==> config.mk <==
export PLATFORM = sky130hd
export DESIGN_NAME = mp_register_file
export DESIGN_NICKNAME = d
export VERILOG_FILES = /design/src/rtl/mp_register_file.sv
export SDC_FILE = /design/constraint.sdc
export NUM_CORES = 2
export LEC_CHECK = 0
export CAP_MARGIN = 20
export CORE_ASPECT_RATIO = 1.4
export CORE_MARGIN = 3
export CORE_UTILIZATION = 35
export CTS_CLUSTER_DIAMETER = 150
export DETAILED_ROUTE_END_ITERATION = 10
export DONT_BUFFER_PORTS = 1
export GPL_TIMING_DRIVEN = 0
export SYNTH_ARGS = -nofsm -noshare
export SYNTH_HDL_FRONTEND = slang
export SYNTH_SLANG_ARGS = --single-unit
==> constraint.sdc <==
create_clock -name clk -period 13.3 [get_ports clk]
set_input_delay 3.325 -clock clk [delete_from_list [all_inputs] [get_ports clk]]
set_output_delay 3.325 -clock clk [all_outputs]
set_load 0.005 [all_outputs]
==> src/rtl/mp_register_file.sv <==
// Multi-ported register file with two write ports, two read ports
// and a per-register busy scoreboard for in-flight producers.
module mp_register_file #(
  parameter int DATA_W   = 32,
  parameter int ADDR_W   = 5,
  parameter int ZERO_REG = 1,
  parameter int BYPASS   = 1
) (
  input  logic              clk,
  input  logic              rst_n,
  input  logic [ADDR_W-1:0] rd_addr_a,
  input  logic [ADDR_W-1:0] rd_addr_b,
  output logic [DATA_W-1:0] rd_data_a,
  output logic [DATA_W-1:0] rd_data_b,
  output logic              rd_busy_a,
  output logic              rd_busy_b,
  input  logic              wr_en_0,
  input  logic              wr_en_1,
  input  logic [ADDR_W-1:0] wr_addr_0,
  input  logic [ADDR_W-1:0] wr_addr_1,
  input  logic [DATA_W-1:0] wr_data_0,
  input  logic [DATA_W-1:0] wr_data_1,
  input  logic              iss_en,
  input  logic [ADDR_W-1:0] iss_addr,
  input  logic              flush,
  output logic [ADDR_W:0]   busy_cnt
);

  localparam int DEPTH = 1 << ADDR_W;

  logic [DATA_W-1:0] regs_q [DEPTH];
  logic [DEPTH-1:0]  busy_q;
  logic [DEPTH-1:0]  busy_d;
  logic [ADDR_W:0]   busy_cnt_q;
  logic [ADDR_W:0]   busy_cnt_d;

  always_ff @(posedge clk or negedge rst_n) begin
    if (!rst_n) begin
      for (int i = 0; i < DEPTH; i++) begin
        regs_q[i] <= '0;
      end
    end else begin
      for (int i = 0; i < DEPTH; i++) begin
        if (!(ZERO_REG != 0 && i == 0)) begin
          if (wr_en_1 && wr_addr_1 == ADDR_W'(i)) begin
            regs_q[i] <= wr_data_1;
          end else if (wr_en_0 && wr_addr_0 == ADDR_W'(i)) begin
            regs_q[i] <= wr_data_0;
          end
        end
      end
    end
  end

  // Forwarding is gated by rst_n so reset zeroes read data at once.
  function automatic logic [DATA_W-1:0] rd_word(
    input logic [ADDR_W-1:0] a
  );
    logic [DATA_W-1:0] d;
    d = regs_q[a];
    if (BYPASS != 0 && rst_n) begin
      if (wr_en_1 && wr_addr_1 == a) begin
        d = wr_data_1;
      end else if (wr_en_0 && wr_addr_0 == a) begin
        d = wr_data_0;
      end
    end
    if (ZERO_REG != 0 && a == '0) begin
      d = '0;
    end
    return d;
  endfunction

  always_comb begin
    rd_data_a = rd_word(rd_addr_a);
    rd_data_b = rd_word(rd_addr_b);
  end

  assign rd_busy_a = busy_q[rd_addr_a];
  assign rd_busy_b = busy_q[rd_addr_b];

  // Issue is applied after write clears so a new producer wins.
  always_comb begin
    busy_d = busy_q;
    for (int i = 0; i < DEPTH; i++) begin
      if (wr_en_0 && wr_addr_0 == ADDR_W'(i)) begin
        busy_d[i] = 1'b0;
      end
      if (wr_en_1 && wr_addr_1 == ADDR_W'(i)) begin
        busy_d[i] = 1'b0;
      end
      if (iss_en && iss_addr == ADDR_W'(i)) begin
        busy_d[i] = 1'b1;
      end
    end
    if (flush) begin
      busy_d = '0;
    end
    if (ZERO_REG != 0) begin
      busy_d[0] = 1'b0;
    end
  end

  always_comb begin
    busy_cnt_d = '0;
    for (int i = 0; i < DEPTH; i++) begin
      busy_cnt_d = busy_cnt_d + (ADDR_W+1)'(busy_d[i]);
    end
  end

  always_ff @(posedge clk or negedge rst_n) begin
    if (!rst_n) begin
      busy_q     <= '0;
      busy_cnt_q <= '0;
    end else begin
      busy_q     <= busy_d;
      busy_cnt_q <= busy_cnt_d;
    end
  end

  assign busy_cnt = busy_cnt_q;

endmodule

Yosys cells after proc, flatten, opt, wreduce, memory -nomap -nowiden
Index checks and enable logic that the tools add are counted.
Operators by class
  $add $sub $neg: 30
  order comparisons: 4
  equality and inequality tests: 97
  muxes and demuxes: 175
  bitwise gates (word level): 2
  reductions and logical operators: 132
Operators with widths (count)
  $mux 32: 75
  $bmux 32 s5: 2
  $eq 5x5->1 const B: 48
  $add 6x1->6: 25
  $eq 5x4->1 const B: 24
  $logic_and 1x1->1: 98
  $mux 1: 96
  $reduce_bool 2->1: 31
  $eq 5x3->1 const B: 12
  $eq 5x2->1 const B: 6
  $eq 5x5->1: 4
  $eq 5x1->1 const B: 3
  $logic_not 5->1: 3
  $ge 6x6->1 const B: 2
  $lt 5x6->1 const B: 2
  $not 5->6: 2
  $bmux 1 s5: 2
  $add 5x1->6: 1
  $add 4x1->5: 1
  $add 3x1->4: 1
  $add 2x1->3: 1
  $add 1x1->2: 1
Storage, ports and cells
  register bits: 1029
  bits of input ports: 95
  output and inout bits: 72
  word-level logic and storage cells: 473

Longest topological paths before layout
  word-level depth: 36
  depth in mapped cells: 26
  depth with buffers taken out: 22

Worst setup path after synthesis
Ideal clock, no wire load.
  path kind: input to register
  from: in wr_addr_0[2]
  to: reg busy_cnt_q[4], in the netlist busy_cnt[4]
  library setup time: 0.080 ns
  data arrival time: 9.271 ns
  data required time: 13.220 ns
  path slack: 3.949 ns
  cell stages on the path: 24
  buffers on the path: 4
  cell sequence: buf_2 -> nand2b_1 -> or2_1 -> clkbuf_1 -> or3_1 -> buf_2 -> buf_2 -> a32oi_1 -> nor2_1 -> fa_1 -> inv_1 -> fa_1 -> inv_1 -> fa_1 -> inv_1 -> fa_1 -> fa_1 -> fa_1 -> inv_1 -> fa_1 -> fa_1 -> a21o_1 -> a21oi_1 -> xnor2_1
Between the ends
  elaborated cells on any way between the ends: 186
  those cells by class: add/sub (30); eq/ne (31); mux (94); reduce/logical (31)
RTL lines
  start: declaration: RTL line 19  | input logic [ADDR_W-1:0] wr_addr_0,
  $eq 5x5->1: RTL line 86  | if (wr_en_0 && wr_addr_0 == ADDR_W'(i)) begin
  $logic_and 1x1->1: RTL line 86
  $mux 1: RTL line 86
  $mux 1: RTL line 89  | if (wr_en_1 && wr_addr_1 == ADDR_W'(i)) begin
  $mux 1: RTL line 92  | if (iss_en && iss_addr == ADDR_W'(i)) begin
  $mux 32: RTL line 96  | if (flush) begin
  named net busy_d[24]: RTL line 33  | logic [DEPTH-1:0] busy_d;
  $add 6x1->6 (8 in series): RTL line 107  | busy_cnt_d = busy_cnt_d + (ADDR_W+1)'(busy_d[i]);
  named net busy_cnt_d[4]: RTL line 35  | logic [ADDR_W:0] busy_cnt_d;
  end signal: assignment: RTL line 117  | busy_cnt_q <= busy_cnt_d;
  end: declaration: RTL line 34  | logic [ADDR_W:0] busy_cnt_q;
The timed path passes the listed nets, and every way through them passes these cells.
A chain may end at the register's enable or synchronous reset.

Final worst setup path
  from: in rst_n
  to: out rd_data_a[18]
Between the ends
  cells in the longest elaborated chain, start to end: 2
Ends and longest elaborated chain
  start: declaration: RTL line 10  | input logic rst_n,
  $mux 32: RTL line 61  | if (BYPASS != 0 && rst_n) begin
  $mux 32: RTL line 68  | if (ZERO_REG != 0 && a == '0) begin
  end: declaration: RTL line 13  | output logic [DATA_W-1:0] rd_data_a,
Every way passes these cells.

==> flow_metrics.py <==
metrics = {
    "yosys": {
        "avgSynthCellArea_sq_um": 10.1,
        "synthArstFlopShare_pct": 100,
        "synth-seq-cells": 1029,
        "yosysSeqAreaShare_pct": 38.7,
        "synth_edf_count": 0,
        "ys.flop_type": "dfrtp_1",
        "synth_warnings": 32,
        "synthCells": 6607,
        "ys_types": 56,
        "syn_nets": 6732,
        "syn-cell-area_sq_um": 66500,
    },
    "outcome": {
        "status": "finished with violations",
        "violations": "slew limit",
    },
    "routing": {
        "avgViaCountPerCell": 6.37,
        "drt_first_pass_iters": 7,
        "drtAntennaViolNets": 0,
        "postRouteWirelength_mm": 332,
        "drc": 0,
        "drtIter0Drc": 7974,
        "vias": 59500,
        "wl_per_cell_um": 35.5,
    },
    "finish": {
        "mostFrequentLayoutCell": "mux2i_1",
        "mostFrequentLayoutCells": "1,229 x mux2i_1, 1,029 x dfrtp_1, 656 x nor2_1",
        "layout.nets": 6877,
        "layout-drive-gt1-share_pct": 13.4,
        "areaGrowthSynthToFinish_pct": 11.5,
    },
    "setup_path": {
        "r2r-end": "busy_cnt[4]",
        "critPathRequiredTime_ns": 9.97,
        "r2r_cells": 17,
        "reg2reg_from": "busy_q[26]",
        "slowest_delay_ns": 0.88,
        "crit_slowest_cell": "a31oi_1",
        "worstSetupPathType": "in2out",
        "cp_num_cells": 8,
        "critPathMaxFanout": 241,
        "worstSetupEndpoint": "rd_data_a[18]",
        "worstPathCellList": "buf_16, buf_16, buf_16, nand2_1, nor2_1, clkbuf_1, a22oi_1, a31oi_1",
        "r2r_slack_ns": 6.89,
        "crit_buf_inv": 4,
        "cp-end-kind": "output pin",
        "critPathLaunchType": "input port",
        "cp_common_cell": "buf_16",
        "crit_family": "buffers and inverters",
        "startpoint": "rst_n",
        "cp.arrival_ns": 8.23,
    },
    "clocking": {
        "cts_root_buffer": "clkbuf_16",
        "cts_buffers": 114,
        "ctsHtreeMaxLevel": 3,
        "ctsHoldBuffers": 0,
        "postCtsSetupBuffers": 0,
        "clkLatencyLatePin_ns": 0.79,
        "cts.repair.resized": 0,
        "clock_sinks": 1029,
        "clkTransAtPathRegs_ns": 0.07,
        "cts_tree": "built",
        "cts_buffer_depth": 3,
    },
    "timing": {
        "fmax_ghz": 0.0866,
        "setup_viol": 0,
        "worst_pin_slew_ns": 1.58,
        "finalClockSkew_ns": 0.00393,
        "finalMaxSlewViolations": 154,
        "period_share_pct": 86.9,
        "finalSetupTns_ns": 0,
        "whs_ns": 0.540,
        "slew-limit-headroom_pct": -5.12,
        "period_needed_ns": 11.55,
        "finalHoldViolCount": 0,
        "rsz0062_at_grt": "no",
    },
    "pwr": {
        "leakage_nw": 32.1,
        "power_density_nw_per_um2": 150,
        "ir_drop_uv": 121,
        "power_w": 0.0111,
    },
    "global_routing": {
        "grt_max_degree": 1035,
        "antenna_found_initial": 38,
        "grtUsageTotal_pct": 33.4,
        "grt_pass1_vias": 58100,
        "grt_overflow": 0,
        "grt_pass1_wl_mm": 460,
    },
    "floorplanning": {
        "dieArea_sq_um": 195000,
        "coreArea_sq_um": 188000,
        "die_w_um": 374,
        "start_util_pct": 35.3,
        "die_y_um": 522,
        "std_cell_rows": 188,
        "pin_count": 167,
    },
    "placement": {
        "gp_congestion": 1.07,
        "dpl.hpwl_mm": 261,
        "port_buffers": 0,
    },
    "hold_path": {
        "hp-class": "reg2reg",
        "min_path_cells": 2,
    },
    "flow_run": {
        "maxCapViolations": 0,
    },
}
[final cells by class]
class | instances | area, sq um
timing repair buffer | 29 | 474
antenna | 24 | 60.1
inverter | 38 | 143
clock inverter | 38 | 578
sequential | 1029 | 25700
tap | 2470 | 3090
clock buffer | 166 | 3400
buffer | 821 | 3430
multi-input combinational | 4719 | 37200
fill | 18700 | 114000
[kinds of logic (layout without fill, tap and decap cells)]
kind of cell	after synthesis	count (layout)	share of synthesized area, %
AO/OA/AOI/OAI	1494	1494	12.7
adder cells (fa/ha/maj)	30	30	0.824
other	0	24	0
flip-flops	1029	1029	38.7
multiplexers	1692	1692	33.0
buffers and inverters	859	1092	5.37
AND/OR/NAND/NOR	1480	1480	9.02
XOR/XNOR	23	23	0.303
[cell usage after synthesis (all sizes together) (29+ instances only)]
library cell	n	share of area, %
a22oi	100	1.1
a21oi	534	4.0
a31oi	31	0.29
mux2i	1229	19
o211ai	30	0.34
mux4	394	13
o22a	31	0.41
inv	38	0.21
clkbuf	492	2.8
nand3	73	0.55
o21ai	578	4.4
a211oi	30	0.34
mux2	69	1.2
o22ai	63	0.59
nor2	660	3.7
a221oi	30	0.40
nand2	628	3.5
o221ai	29	0.38
and3	30	0.28
dfrtp	1029	39
buf	329	2.4
[report_power, final]
part	switching [W]	internal (W)	total, W	leakage, nW
Combinational	0.00159	0.00134	0.00294	17.6
Clock	0.00150	0.00198	0.00348	1.95
Sequential	0.000776	0.00394	0.00471	12.6
Total	0.00387	0.00726	0.0111	32.1
[per-layer routing]
metal	wire, um	GRT usage [%]
met1	114000	37.3
met3	33000	9.98
met2	147000	50.8
met4	37700	31.2
met5	172	0.294
[per-stage QoR]
stage	worst slack, ns	cells	instance area, sq um	utilization [%]
6_report	1.75	9334	74100	39.4
5_1_grt	1.29	9311	74100	39.4
3_5_place_dp	2.65	9096	69900	37.1
2_1_floorplan	3.95	6607	66500	-
3_3_place_gp	2.59	9077	69600	37.0
4_1_cts	2.70	9300	73800	39.2
[flip-flops by register name, summed over array words and instances (netlist names)]
register,count
busy_q,31
regs_q,992
busy_cnt,6
[worst reg2reg max path, stage by stage, from the launching register on]
cell	delay, ns
dfrtp_1	0.70
nand3b_1	0.67
a21oi_1	0.54
fa_1	0.48
inv_1	0.09
fa_1	0.43
inv_1	0.08
fa_1	0.41
inv_1	0.11
fa_1	0.44
fa_1	0.47
fa_1	0.49
inv_1	0.05
fa_1	0.42
fa_1	0.47
a21o_1	0.19
a21oi_1	0.16
xnor2_1	0.13
[worst min-delay path by stage]
stage | to | startpoint | slack, ns
4_1_cts | regs_q[336] | regs_q[336] | 0.54
6_report | regs_q[324] | regs_q[324] | 0.54
3_3_place_gp | regs_q[333] | regs_q[333] | 0.52
5_1_grt | regs_q[324] | regs_q[324] | 0.57
2_1_floorplan | regs_q[333] | regs_q[333] | 0.46
3_5_place_dp | regs_q[336] | regs_q[336] | 0.52
Note: power is estimated with default switching activity, not from simulation.
